===== src/rtl/lsu_pkg.sv =====
// Shared types and helpers for the RV32I load/store unit: funct3 encodings,
// FSM state type and access-width decode.
package lsu_pkg;

  localparam logic [2:0] LB  = 3'b000;
  localparam logic [2:0] LH  = 3'b001;
  localparam logic [2:0] LW  = 3'b010;
  localparam logic [2:0] LBU = 3'b100;
  localparam logic [2:0] LHU = 3'b101;
  localparam logic [2:0] SB  = 3'b000;
  localparam logic [2:0] SH  = 3'b001;
  localparam logic [2:0] SW  = 3'b010;

  typedef enum logic [1:0] {
    IDLE  = 2'd0,
    BEAT0 = 2'd1,
    BEAT1 = 2'd2,
    DONE  = 2'd3
  } lsu_state_t;

  // Access size in bytes; only the low two funct3 bits encode width.
  function automatic logic [2:0] width_of(input logic [2:0] funct3);
    case (funct3[1:0])
      2'b00:   width_of = 3'd1;
      2'b01:   width_of = 3'd2;
      default: width_of = 3'd4;
    endcase
  endfunction

  function automatic logic funct3_legal(input logic [2:0] funct3, input logic is_store);
    if (is_store)
      funct3_legal = (funct3 == SB) || (funct3 == SH) || (funct3 == SW);
    else
      funct3_legal = (funct3 == LB) || (funct3 == LH) || (funct3 == LW) ||
                     (funct3 == LBU) || (funct3 == LHU);
  endfunction

endpackage


===== src/rtl/lsu_align.sv =====
// Combinational lane logic: byte-enable mask over two words, store data shifter,
// and load merge with sign/zero extension.
module lsu_align
  import lsu_pkg::*;
(
  input  logic [1:0]  off,
  input  logic [2:0]  funct3,
  input  logic [31:0] wdata,
  input  logic [31:0] r0,
  input  logic [31:0] r1,
  output logic [7:0]  mask,
  output logic [63:0] s64,
  output logic [31:0] ldata
);

  logic [7:0]  base;
  logic [63:0] l64;
  logic [31:0] l;

  assign base = (8'd1 << width_of(funct3)) - 8'd1;
  assign mask = base << off;
  assign s64  = {32'b0, wdata} << {off, 3'b000};
  assign l64  = {r1, r0} >> {off, 3'b000};
  assign l    = l64[31:0];

  always_comb begin
    ldata = l;
    case (funct3)
      LB:      ldata = {{24{l[7]}}, l[7:0]};
      LH:      ldata = {{16{l[15]}}, l[15:0]};
      LBU:     ldata = {24'b0, l[7:0]};
      LHU:     ldata = {16'b0, l[15:0]};
      default: ldata = l;
    endcase
  end

endmodule


===== src/rtl/riscv_lsu.sv =====
// Multi-cycle RV32I load/store unit: one or two byte-enabled bus beats per access,
// core stalled until DONE; 2 stall cycles aligned, 3 split, plus bus wait states.
module riscv_lsu
  import lsu_pkg::*;
#(
  parameter int ADDR_W   = 32,
  parameter int MAX_WAIT = 255
) (
  input  logic              CLK,
  input  logic              Reset,
  input  logic              MemRead,
  input  logic              MemWrite,
  input  logic [2:0]        Funct3,
  input  logic [ADDR_W-1:0] Addr,
  input  logic [31:0]       WriteData,
  output logic [31:0]       ReadData,
  output logic              Stall,
  output logic              Err,
  output logic              bus_req,
  output logic              bus_we,
  output logic [ADDR_W-3:0] bus_addr,
  output logic [3:0]        bus_be,
  output logic [31:0]       bus_wdata,
  input  logic [31:0]       bus_rdata,
  input  logic              bus_ack
);

  localparam int WCNT_W = $clog2(MAX_WAIT + 1);

  lsu_state_t        state;
  logic [ADDR_W-1:0] addr_q;
  logic [2:0]        f3_q;
  logic [31:0]       wd_q;
  logic [31:0]       r0_q;
  logic              st_q;
  logic [WCNT_W-1:0] wcnt;

  logic              req;
  logic [ADDR_W-1:0] sel_addr;
  logic [2:0]        sel_f3;
  logic [31:0]       sel_wd;
  logic [31:0]       ld_r0;
  logic [31:0]       ld_r1;
  logic [7:0]        mask;
  logic [63:0]       s64;
  logic [31:0]       ldata;

  assign req   = MemRead | MemWrite;
  assign Stall = Reset & req & (state != DONE);

  // Beat 0 lanes are computed from the live request so bus outputs can be registered on accept.
  assign sel_addr = (state == IDLE) ? Addr      : addr_q;
  assign sel_f3   = (state == IDLE) ? Funct3    : f3_q;
  assign sel_wd   = (state == IDLE) ? WriteData : wd_q;
  assign ld_r0    = (state == BEAT1) ? r0_q      : bus_rdata;
  assign ld_r1    = (state == BEAT1) ? bus_rdata : 32'b0;

  lsu_align u_align (
    .off    (sel_addr[1:0]),
    .funct3 (sel_f3),
    .wdata  (sel_wd),
    .r0     (ld_r0),
    .r1     (ld_r1),
    .mask   (mask),
    .s64    (s64),
    .ldata  (ldata)
  );

  always_ff @(posedge CLK or negedge Reset) begin
    if (!Reset) begin
      state     <= IDLE;
      addr_q    <= '0;
      f3_q      <= '0;
      wd_q      <= '0;
      r0_q      <= '0;
      st_q      <= 1'b0;
      wcnt      <= '0;
      ReadData  <= '0;
      Err       <= 1'b0;
      bus_req   <= 1'b0;
      bus_we    <= 1'b0;
      bus_addr  <= '0;
      bus_be    <= '0;
      bus_wdata <= '0;
    end else begin
      case (state)
        IDLE: begin
          Err <= 1'b0;
          if (req) begin
            addr_q <= Addr;
            f3_q   <= Funct3;
            wd_q   <= WriteData;
            st_q   <= MemWrite;
            wcnt   <= '0;
            if (funct3_legal(Funct3, MemWrite)) begin
              state     <= BEAT0;
              bus_req   <= 1'b1;
              bus_we    <= MemWrite;
              bus_addr  <= Addr[ADDR_W-1:2];
              bus_be    <= mask[3:0];
              bus_wdata <= s64[31:0];
            end else begin
              state    <= DONE;
              Err      <= 1'b1;
              ReadData <= '0;
            end
          end
        end
        BEAT0, BEAT1: begin
          if (bus_ack) begin
            wcnt <= '0;
            r0_q <= bus_rdata;
            if (state == BEAT0 && mask[7:4] != 4'b0) begin
              state     <= BEAT1;
              bus_addr  <= addr_q[ADDR_W-1:2] + 1'b1;
              bus_be    <= mask[7:4];
              bus_wdata <= s64[63:32];
            end else begin
              state    <= DONE;
              bus_req  <= 1'b0;
              ReadData <= st_q ? 32'b0 : ldata;
            end
          end else if (wcnt == WCNT_W'(MAX_WAIT - 1)) begin
            state    <= DONE;
            bus_req  <= 1'b0;
            Err      <= 1'b1;
            ReadData <= '0;
            wcnt     <= '0;
          end else begin
            wcnt <= wcnt + 1'b1;
          end
        end
        default: begin
          state <= IDLE;
          Err   <= 1'b0;
        end
      endcase
    end
  end

endmodule


===== config.mk =====
export PLATFORM = sky130hd
export DESIGN_NAME = riscv_lsu
export DESIGN_NICKNAME = d
export VERILOG_FILES = /design/src/rtl/lsu_pkg.sv /design/src/rtl/lsu_align.sv /design/src/rtl/riscv_lsu.sv
export SDC_FILE = /design/constraint.sdc
export NUM_CORES = 1
export LEC_CHECK = 0
export BUFFER_PORTS_ARGS = -buffer_cell sky130_fd_sc_hd__buf_2
export CORE_AREA = 2 2 150 152
export DETAILED_ROUTE_END_ITERATION = 10
export DIE_AREA = 0 0 152 154
export MAX_ROUTING_LAYER = met4
export PLACE_DENSITY = 0.79
export SETUP_SLACK_MARGIN = 0.5
export SLEW_MARGIN = 0
export SYNTH_ARGS = -nofsm -noshare
export SYNTH_HDL_FRONTEND = slang
export SYNTH_SLANG_ARGS = --single-unit

===== constraint.sdc =====
create_clock -name CLK -period 3.4 [get_ports CLK]
set_input_delay 0.51 -clock CLK [delete_from_list [all_inputs] [get_ports CLK]]
set_output_delay 0.51 -clock CLK [all_outputs]
set_load 0.01 [all_outputs]

==> impl_metrics.yaml, run 1 <==
status:
  outcome: "complete, no violations"
cts:
  numCtsBuffers: 24
  clk-insertion-delay-late_ns: 0.52
  root_buffer: "clkbuf_16"
  clock-sinks: 211
  cts_tree: "built"
  clockBufferDepth: 3
  h-tree-depth: 1
  cts.clk_slew.worst_paths_ns: 0.07
finish:
  nets: 1382
  drive_above_1_share_pct: 36.9
  synthToLayoutAreaGrowth_pct: 17.9
  design_area_um2: 14400
  postLayoutCoreUtil_pct: 66.2
floorplan:
  rows: 54
  dieArea_um2: 23400
  io_pins: 206
  core_area_um2: 21700
  die_h_um: 154
  die_w_um: 152
  start_util_pct: 56.1
critical_path:
  endpoint_kind: "flip-flop"
  r2r-end: "bus_wdata[3]$_DFFE_PN0P_"
  path_class: "reg -> reg"
  worst_ep_required_time_ns: 3.80
  reg2reg_depth: 8
  start_kind: "flip-flop"
  timing.rr.start: "state[0]$_DFFE_PN0P_"
  cp_max_fo: 33
  arrival_ns: 3.18
  r2r_slack_ns: 0.62
synth:
  syn_inst: 1093
  synth-seq-cells: 211
  ys_types: 62
  syn_nets: 1204
  syn_avg_cell_area_um2: 11.1
  synth_edf_count: 0
  syn_area_um2: 12200
  yosys_warnings: 0
  synthArstFlopShare_pct: 100
  synth_ff_type: "dfrtp_1"
  yosysSeqAreaShare_pct: 43.4
place:
  placed_cell_area_um2: 13400
  dp_hpwl_um: 21900
  post-place-ws_ns: 0.287
  io_buffers: 205
  gp_congestion: 0.929
route:
  avgRoutedWirePerCell_um: 20.8
  first_iter_violations: 755
  drt-vias-per-instance: 6.28
  num_vias: 9872
  routed_wl_um: 32700
  drc_errors: 0
  antenna_left: 0
  dr.pass1.iters: 5
hold_path:
  min-delay-path-class: "in -> reg"
  holdPathStages: 2
  holdPathEnd: "wd_q[26]$_DFFE_PN0P_"
  holdCritStartpoint: "WriteData[26]"
power_and_ir_drop:
  leakagePower_nw: 6.33
  vdd_drop_max_mv: 0.662
  p_total_w: 0.0166
  powerDensity_nw_per_um2: 1160
timing:
  period_minus_slack_ns: 2.78
  final_max_slew_viol_count: 0
  worst_slew_pin_slew_ns: 0.825
  slew_headroom_pct: 45.0
  setup_tns_ns: 0
  layout_setup_ws_ns: 0.616
  setup_viol: 0
  hold_violations: 0
  period_share_pct: 81.9
  rsz0062_at_grt: "no"
  max_freq_mhz: 359
  skew_ns: 0.0111
grt:
  grt_pass1_wl_um: 51300
  gr-total-overflow: 0
  grt_start_max_net_pins: 131
  antenna_found_initial: 6
  track_usage_pct: 27.6
  grt_pass1_vias: 9511
flow_run:
  drv_cap: 0
flip-flops by register name, summed over array words and instances (netlist names):
signal     cells
Err            1
ReadData      32
addr_q        32
bus_addr      30
bus_be         4
bus_req        1
bus_wdata     32
bus_we         1
f3_q           3
r0_q          32
st_q           1
state          2
wcnt           8
wd_q          32
where the power goes:
part           internal [W]  switching [W]  leakage [nW]
clock network       0.00160        0.00104         0.402
registers           0.00370       0.000865          2.60
logic               0.00422        0.00522          3.32
layer usage:
layer,global-route usage [%],part of all wire (%)
met5,-,0
met4,8.28,2.7
met3,7.13,9.1
met2,41.3,46
met1,37.3,42
timing repair:
action	CTS	global route
pin swaps	1	0
setup buffers	3	3
setup endpoints to repair	93	64
hold buffers	1	0
hold endpoints to repair	16	0
gates resized for setup	0	12
cloned	0	1
layout by cell type (no fill, tap or decap), types with 23 or more instances in the layout:
cell type / netlist / final
clkbuf_16: 0 / 25
dfrtp_1: 211 / 210
mux2i_1: 72 / 72
nand3_1: 87 / 87
nor2_1: 48 / 46
buf_2: 25 / 204
a21oi_1: 23 / 23
mux2_1: 34 / 34
mux2_2: 152 / 152
nand2_1: 44 / 44
o21ai_0: 65 / 64
worst max-delay path by stage:
stage,from,end,cells past startpoint
6_report,state[0]$_DFFE_PN0P_,bus_wdata[3]$_DFFE_PN0P_,8
3_5_place_dp,state[0]$_DFFE_PN0P_,ReadData[19]$_DFFE_PN0P_,7
3_3_place_gp,state[0]$_DFFE_PN0P_,ReadData[20]$_DFFE_PN0P_,7
2_1_floorplan,state[0]$_DFFE_PN0P_,bus_addr[23]$_DFFE_PN0P_,11
5_1_grt,state[0]$_DFFE_PN0P_,bus_addr[17]$_DFFE_PN0P_,8
4_1_cts,state[0]$_DFFE_PN0P_,ReadData[19]$_DFFE_PN0P_,7
cell type report:
type                    count  area, um^2
multi-input cells         789        6510
well taps                 280         350
fillers                  1652        7340
repair buffers            234        1340
flip-flops and latches    211        5280
diodes                      6        15.0
clock buffers              35         712
clock inverters             7        96.3
inverters                  11        41.3
kinds of logic (layout without fill, tap and decap cells):
| kind of cell | count (synthesis) | count (layout) | share of synthesized area, % |
|---|---|---|---|
| flip-flops | 211 | 211 | 43.4 |
| XOR/XNOR | 18 | 18 | 1.30 |
| buffers and inverters | 93 | 287 | 3.53 |
| other | 0 | 6 | 0 |
| AND/OR/NAND/NOR | 263 | 263 | 11.0 |
| multiplexers | 281 | 281 | 27.4 |
| AO/OA/AOI/OAI | 220 | 220 | 12.7 |
| adder cells (fa/ha/maj) | 7 | 7 | 0.720 |
Yosys cell counts (all sizes together) (2+ instances only):
cell type / n / area (um^2)
nand2b: 10 / 62.6
ha: 7 / 87.6
inv: 11 / 41.3
nor3b: 2 / 15.0
or2: 2 / 12.5
o211ai: 15 / 113
dfrtp: 211 / 5280
or4: 12 / 90.1
a211oi: 4 / 35.0
o22ai: 18 / 119
o21ai: 73 / 365
buf: 45 / 249
a32o: 3 / 30.0
a22o: 2 / 17.5
nand4: 12 / 75.1
mux2: 186 / 2090
mux2i: 74 / 766
or3: 7 / 43.8
a21oi: 24 / 124
nand3b: 8 / 60.1
a41oi: 2 / 17.5
xor2: 9 / 78.8
a22oi: 8 / 60.1
nand3: 87 / 435
a31oi: 16 / 100
mux4: 21 / 473
clkbuf: 37 / 139
o41ai: 18 / 225
o31a: 3 / 26.3
xnor2: 9 / 78.8
nor3: 9 / 45.0
and4: 5 / 43.8
and3: 5 / 31.3
a2bb2oi: 7 / 61.3
o2bb2ai: 7 / 61.3
o31ai: 12 / 90.1
and2: 2 / 12.5
nand2: 45 / 171
nor2b: 5 / 31.3
nor4: 2 / 12.5
nor2: 49 / 186
worst max-delay path: stages (launching register included):
cell and delay [ns]:
dfrtp_1 0.42, inv_1 0.14, ha_4 0.26, mux2_2 0.27, and3_1 0.29, nor2_1 0.13
a211oi_4 0.43, clkbuf_16 0.33, mux2_2 0.37
metrics by stage:
step / hold WS (ns) / cells
finish: 0.232 / 1573
global placement: 0.390 / 1517
floorplan: 0.214 / 1093
detailed placement: 0.394 / 1517
CTS: 0.219 / 1563
global route: 0.226 / 1573
(Power assumes the default switching activity.)
==> run 2: changes to the inputs <==
--- a/config.mk
+++ b/config.mk
@@ -5,12 +5,13 @@
 export SDC_FILE = /design/constraint.sdc
 export NUM_CORES = 1
 export LEC_CHECK = 0
+export ABC_AREA = 1
 export BUFFER_PORTS_ARGS = -buffer_cell sky130_fd_sc_hd__buf_2
-export CORE_AREA = 2 2 150 152
+export CORE_AREA = 2 2 156 158
 export DETAILED_ROUTE_END_ITERATION = 10
-export DIE_AREA = 0 0 152 154
+export DIE_AREA = 0 0 158 160
 export MAX_ROUTING_LAYER = met4
-export PLACE_DENSITY = 0.79
+export PLACE_DENSITY = 0.76
 export SETUP_SLACK_MARGIN = 0.5
 export SLEW_MARGIN = 0
 export SYNTH_ARGS = -nofsm -noshare
==> constraint.sdc (replaced) <==
create_clock -name CLK -period 2.3 [get_ports CLK]
set_input_delay 0.345 -clock CLK [delete_from_list [all_inputs] [get_ports CLK]]
set_output_delay 0.345 -clock CLK [all_outputs]
set_load 0.01 [all_outputs]
==> run 2 against run 1 <==
Clock skew grew 0.0097 ns. Worst hold slack lost 0.17 ns. Area after synthesis shrank 1.2%. Highest routed layer unchanged. Fmax grew 27%. Via count grew 34%. Routed wire length grew 33%. Flip-flop and latch count is the same. Sequential share of layout area shrank 4.2 points. Largest power group unchanged. Combinational power grew 100%. Cell count grew 50%. Non-clock buffer count grew 105.
==> impl_metrics.yaml, run 2 <==
status:
  outcome: "complete, no violations"
critical_path:
  path_class: "reg -> reg"
  crit_family: "simple AND/OR/NAND/NOR gates"
  cp_slowest_stage_delay_ns: 0.38
  endpoint_kind: "flip-flop"
  cp.buffers_inverters: 5
  start_kind: "flip-flop"
  arrival_ns: 2.64
  cp_max_fo: 33
  worst_ep_required_time_ns: 2.76
  crit_chain: "inv_2 > ha_4 > buf_12 > inv_12 > nand2_8 > nand2_8 > buf_12 > nand2_1 > nand3_1 > nand3_1 > nand3_2 > buf_6 > nand3b_1 > nand2_1"
  slowest_stage: "dfrtp_1"
cts:
  cts.clk_slew.worst_paths_ns: 0.06
  root_buffer: "clkbuf_16"
  clk-insertion-delay-late_ns: 0.52
  h-tree-depth: 1
  cts_tree: "built"
  clock-sinks: 211
  clockBufferDepth: 3
  numCtsBuffers: 23
timing:
  period_share_pct: 95.0
  period_minus_slack_ns: 2.18
  final_max_slew_viol_count: 0
  setup_viol: 0
  hold_violations: 0
  rsz0062_at_grt: "yes"
  slew_headroom_pct: 49.9
  max_freq_mhz: 458
  setup_tns_ns: 0
  skew_ns: 0.0208
  worst_slew_pin_slew_ns: 0.751
grt:
  gr-total-overflow: 0
  grt_pass1_wl_um: 61700
  track_usage_pct: 31.7
  grt_start_max_net_pins: 133
  grt_pass1_vias: 11800
  antenna_found_initial: 3
power_and_ir_drop:
  vdd_drop_max_mv: 0.920
  powerDensity_nw_per_um2: 1810
  leakagePower_nw: 8.39
  p_total_w: 0.0292
finish:
  nets: 2130
  final_cell_mix: "678 x nand2_1, 211 x dfrtp_1, 205 x buf_2, 162 x o21ai_0, 144 x inv_1"
  fillCellCount: 1927
  synthToLayoutAreaGrowth_pct: 34.7
  fin_cells: 2361
  layout_commonest_cell: "nand2_1"
  multiInputGateArea_um2: 6200
  seqCellArea_um2: 5280
  drive_above_1_share_pct: 24.3
  postLayoutCoreUtil_pct: 68.0
place:
  io_buffers: 205
  dp_hpwl_um: 26300
  gp_congestion: 0.932
  dp.cells: 2236
flow_run:
  drv_cap: 0
floorplan:
  io_pins: 206
  start_util_pct: 50.5
  core_area_um2: 23800
  die_w_um: 158
  rows: 57
  dieArea_um2: 25300
  die_h_um: 160
hold_path:
  min-delay-path-class: "in -> reg"
synth:
  synth_top_family_by_area: "simple AND/OR/NAND/NOR gates"
  synth_edf_count: 0
  syn_inst: 1749
  syn_area_um2: 12000
  syn_avg_cell_area_um2: 6.87
  yosys_warnings: 0
  synth_top_area_share_pct: 43.9
  synthTopCellsByCount: "728 x nand2_1, 242 x o21ai_0, 211 x dfrtp_1"
  synthAdderAreaFrac_pct: 0.728
  yosysSeqAreaShare_pct: 43.9
  synth.area.top_cells: "dfrtp_1 44%, nand2_1 23%, o21ai_0 10%"
  synthArstFlopShare_pct: 100
  syn_nets: 1860
  synth_ff_type: "dfrtp_1"
  synth_top_cell_by_area: "dfrtp_1"
  ys_types: 36
  muxShareOfSynthArea_pct: 0
  synth-seq-cells: 211
  yosysMostFrequentCell: "nand2_1"
  synthSimpleGateAreaFrac_pct: 32.0
  synth_compound_area_share_pct: 14.0
  synth_xor_area_share_pct: 0.801
route:
  antenna_left: 0
  num_vias: 13200
  routed_wl_um: 43300
  drt-vias-per-instance: 5.59
  first_iter_violations: 1549
  avgRoutedWirePerCell_um: 18.4
  dr.pass1.iters: 6
  drc_errors: 0
[run 2: cell count changes in the layout (fill, tap and decap cells not counted), moves of 19 or more]
cell | previous run | this run
nand2_2 | 0 | 31
nand2_1 | 44 | 678
o21ai_0 | 64 | 162
buf_6 | 0 | 19
nor2_1 | 46 | 80
mux2_1 | 34 | 0
mux2i_1 | 72 | 0
buf_4 | 21 | 58
o21ai_1 | 8 | 70
mux4_2 | 21 | 0
inv_1 | 11 | 144
mux2_2 | 152 | 0
buf_12 | 5 | 28
[run 2: logic make-up after synthesis]
family / after synthesis
AOI/OAI and AO/OA: 312
adders and majority gates: 7
buffers and inverters: 250
and+or+nand+nor: 958
xor gates and xnor gates: 11
DFF: 211
[run 2: path summary, 6_finish.rpt]
check                                          start                        end  slack, ns  cells after the start
min in group asynchronous                      Reset            Err$_DFFE_PN0P_       0.22                      2
hold / removal                         WriteData[15]       wd_q[15]$_DFFE_PN0P_       0.06                      3
setup / recovery                state[1]$_DFFE_PN0P_   ReadData[27]$_DFFE_PN0P_       0.12                     14
max in group asynchronous                      Reset       wd_q[25]$_DFFE_PN0P_       1.16                      3
setup reg to reg                state[1]$_DFFE_PN0P_   ReadData[27]$_DFFE_PN0P_       0.12                     14
hold reg to reg            bus_wdata[11]$_DFFE_PN0P_  bus_wdata[11]$_DFFE_PN0P_       0.46                      2
[run 2: tightest hold or removal path: cells and delay by family]
family / cells / cell delay, ns
buffers and inverters: 1 / 0.09
AOI/OAI and AO/OA: 1 / 0.06
and+or+nand+nor: 1 / 0.04
[run 2: layer usage]
layer | global-route usage (%) | share of wire (%) | vias up
met5 | - | 0 | -
met4 | 16.7 | 5.1 | 0
met3 | 5.13 | 9.2 | 158
met2 | 46.0 | 45 | 763
met1 | 42.7 | 40 | 6128
li1 | - | - | 6139
[run 2: area by class of cell]
cell class	instances	area share, %
multi-input combinational	1288	38.3
sequential	211	32.6
timing repair buffer	339	18.2
clock buffer	33	4.03
inverter	156	3.82
tap	324	2.50
clock inverter	7	0.541
antenna	3	0.0464
[run 2: per-stage QoR]
| stage | area (um^2) | setup slack (ns) | hold slack, ns |
|---|---|---|---|
| 2_1_floorplan | 12100 | 0.345 | 0.0494 |
| 3_3_place_gp | 13600 | 0.0480 | 0.139 |
| 3_5_place_dp | 13600 | 0.00981 | 0.140 |
| 4_1_cts | 15200 | 0.285 | 0.0476 |
| 5_1_grt | 16200 | 0.0424 | 0.0623 |
| 6_report | 16200 | 0.116 | 0.0612 |
[run 2: timing repair]
action,4_1_cts,5_1_grt
setup endpoints to repair,133,191
endpoints found under the hold margin,79,0
buffers inserted,29,23
pin swaps,15,31
cloned,11,18
gates resized for setup,98,145
hold buffers,1,0
[run 2: power by group]
part,internal [W],leakage [nW],switching (W)
sequential,0.00529,2.69,0.000993
combinational,0.00770,5.34,0.0115
clock,0.00219,0.363,0.00154
total,0.0152,8.39,0.0140
==> run 3: changes to the inputs <==
--- a/config.mk
+++ b/config.mk
@@ -12,6 +12,7 @@
 export DIE_AREA = 0 0 158 160
 export MAX_ROUTING_LAYER = met4
 export PLACE_DENSITY = 0.76
+export RECOVER_POWER = 50
 export SETUP_SLACK_MARGIN = 0.5
 export SLEW_MARGIN = 0
 export SYNTH_ARGS = -nofsm -noshare
==> run 3 against run 2 <==
Global-route usage is the same. Sequential share of layout area grew 0.20 points. Setup slack improved by 0.030 ns. Final area decreased by 0.60%. Non-clock buffer count unchanged. Critical path depth increased by 1. Worst hold slack got worse by 0.0014 ns. Clock power hardly changed. Routed wire length is 0.32% higher. Flip-flop and latch count stayed put. Die area stayed put.
==> impl_metrics.yaml, run 3 (synthesized netlist as in run 2, its figures left out) <==
finish:
  fillCellCount: 1961
  postLayoutCoreUtil_pct: 67.6
  final_cell_mix: "678 x nand2_1, 211 x dfrtp_1, 162 x o21ai_0, 154 x buf_2, 144 x inv_1"
  synthToLayoutAreaGrowth_pct: 33.9
  fin_cells: 2361
  layout_commonest_cell: "nand2_1"
  drive_above_1_share_pct: 21.7
  design_area_um2: 16100
  seqCellArea_um2: 5280
  nets: 2130
  multiInputGateArea_um2: 6200
cts:
  clock-sinks: 211
  clockBufferDepth: 3
  cts_tree: "built"
  root_buffer: "clkbuf_16"
  cts.clk_slew.worst_paths_ns: 0.06
  clk-insertion-delay-late_ns: 0.53
  h-tree-depth: 1
  numCtsBuffers: 23
floorplan:
  start_util_pct: 50.5
  die_h_um: 160
  rows: 57
  dieArea_um2: 25300
  die_w_um: 158
  io_pins: 206
  core_area_um2: 23800
route:
  antenna_left: 0
  first_iter_violations: 1432
  routed_wl_um: 43500
  dr.pass1.iters: 8
  drt-vias-per-instance: 5.61
  num_vias: 13300
  avgRoutedWirePerCell_um: 18.4
  drc_errors: 0
place:
  placed_cell_area_um2: 13600
  dp.cells: 2236
  io_buffers: 205
  gp_congestion: 0.932
  dp_hpwl_um: 26300
hold_path:
  min-delay-path-class: "in -> reg"
  holdPathStages: 3
critical_path:
  arrival_ns: 2.62
  crit_chain: "inv_2 > ha_4 > buf_12 > nand2_1 > nand2_4 > nand2_4 > nand2_4 > nand3_4 > a21oi_4 > buf_6 > buf_12 > buf_8 > buf_16 > nand3_1 > nand2_1"
  path_depth: 15
  cp_slowest_stage_delay_ns: 0.40
  cp_max_fo: 7
  endpoint_kind: "flip-flop"
  start_kind: "flip-flop"
  cp.buffers_inverters: 6
  crit_family: "buffers and inverters"
  path_class: "reg -> reg"
  slowest_stage: "dfrtp_1"
  reg2reg_depth: 15
  worst_ep_required_time_ns: 2.76
  cp_common_cell: "nand2_4"
  r2r_slack_ns: 0.15
power_and_ir_drop:
  leakagePower_nw: 8.19
  p_total_w: 0.0292
  vdd_drop_max_mv: 0.920
  powerDensity_nw_per_um2: 1810
status:
  outcome: "complete, no violations"
grt:
  met3_usage_pct: 5.13
  grt_pass1_wl_um: 61700
  gr-usage-met2_pct: 46.0
  gr-total-overflow: 0
  antenna_found_initial: 3
  grt_start_max_net_pins: 133
  grt_pass1_vias: 11800
  track_usage_pct: 31.7
  busiest_layer: "met2"
  use_met1_pct: 42.7
timing:
  max_freq_mhz: 464
  period_share_pct: 93.7
  rsz0062_at_grt: "yes"
  period_minus_slack_ns: 2.15
  hold_violations: 0
  setup_viol: 0
  worst_slew_pin_slew_ns: 1.23
  setup_tns_ns: 0
  final_max_slew_viol_count: 0
  skew_ns: 0.0230
  slew_headroom_pct: 17.7
flow_run:
  drv_cap: 0
-- run 3: worst paths after layout --
check                                           from                         to
setup reg to reg                state[1]$_DFFE_PN0P_   bus_addr[19]$_DFFE_PN0P_
max in group asynchronous                      Reset  bus_wdata[11]$_DFFE_PN0P_
hold / removal                          WriteData[1]        wd_q[1]$_DFFE_PN0P_
hold reg to reg            bus_wdata[11]$_DFFE_PN0P_  bus_wdata[11]$_DFFE_PN0P_
setup / recovery                state[1]$_DFFE_PN0P_   bus_addr[19]$_DFFE_PN0P_
min in group asynchronous                      Reset            Err$_DFFE_PN0P_
-- run 3: metrics by stage --
step | hold WS (ns) | worst slack, ns
floorplan | 0.0494 | 0.345
global placement | 0.139 | 0.0480
detailed placement | 0.140 | 0.00981
CTS | 0.0476 | 0.285
global route | 0.0623 | 0.0424
finish | 0.0598 | 0.146
-- run 3: layout make-up --
cell class	instances	share of cell area [%]
flip-flops and latches	211	32.8
multi-input cells	1288	38.5
diodes	3	0.0466
clock inverters	7	0.544
well taps	324	2.52
clock buffers	33	4.06
repair buffers	339	17.7
inverters	156	3.84
-- run 3: repair_timing --
action	CTS	global route
endpoints found under the setup margin	133	191
pin swaps	15	31
resized for setup	98	145
setup buffers	29	23
endpoints found under the hold margin	79	0
cloned	11	18
hold buffers	1	0
-- run 3: power breakdown --
part | switching [W] | internal (W)
clock | 0.00154 | 0.00219
combinational | 0.0115 | 0.00761
sequential | 0.00100 | 0.00529
-- run 3: tightest hold or removal path, stage by stage --
cell and delay (ns):
buf_2 0.09, nand2_1 0.04, o21ai_0 0.05
-- run 3: routing by layer --
metal / vias up / wire length, um
li1: 6133 / -
met4: 0 / 2380
met3: 172 / 4020
met1: 6203 / 17400
met2: 747 / 19700
met5: - / 0
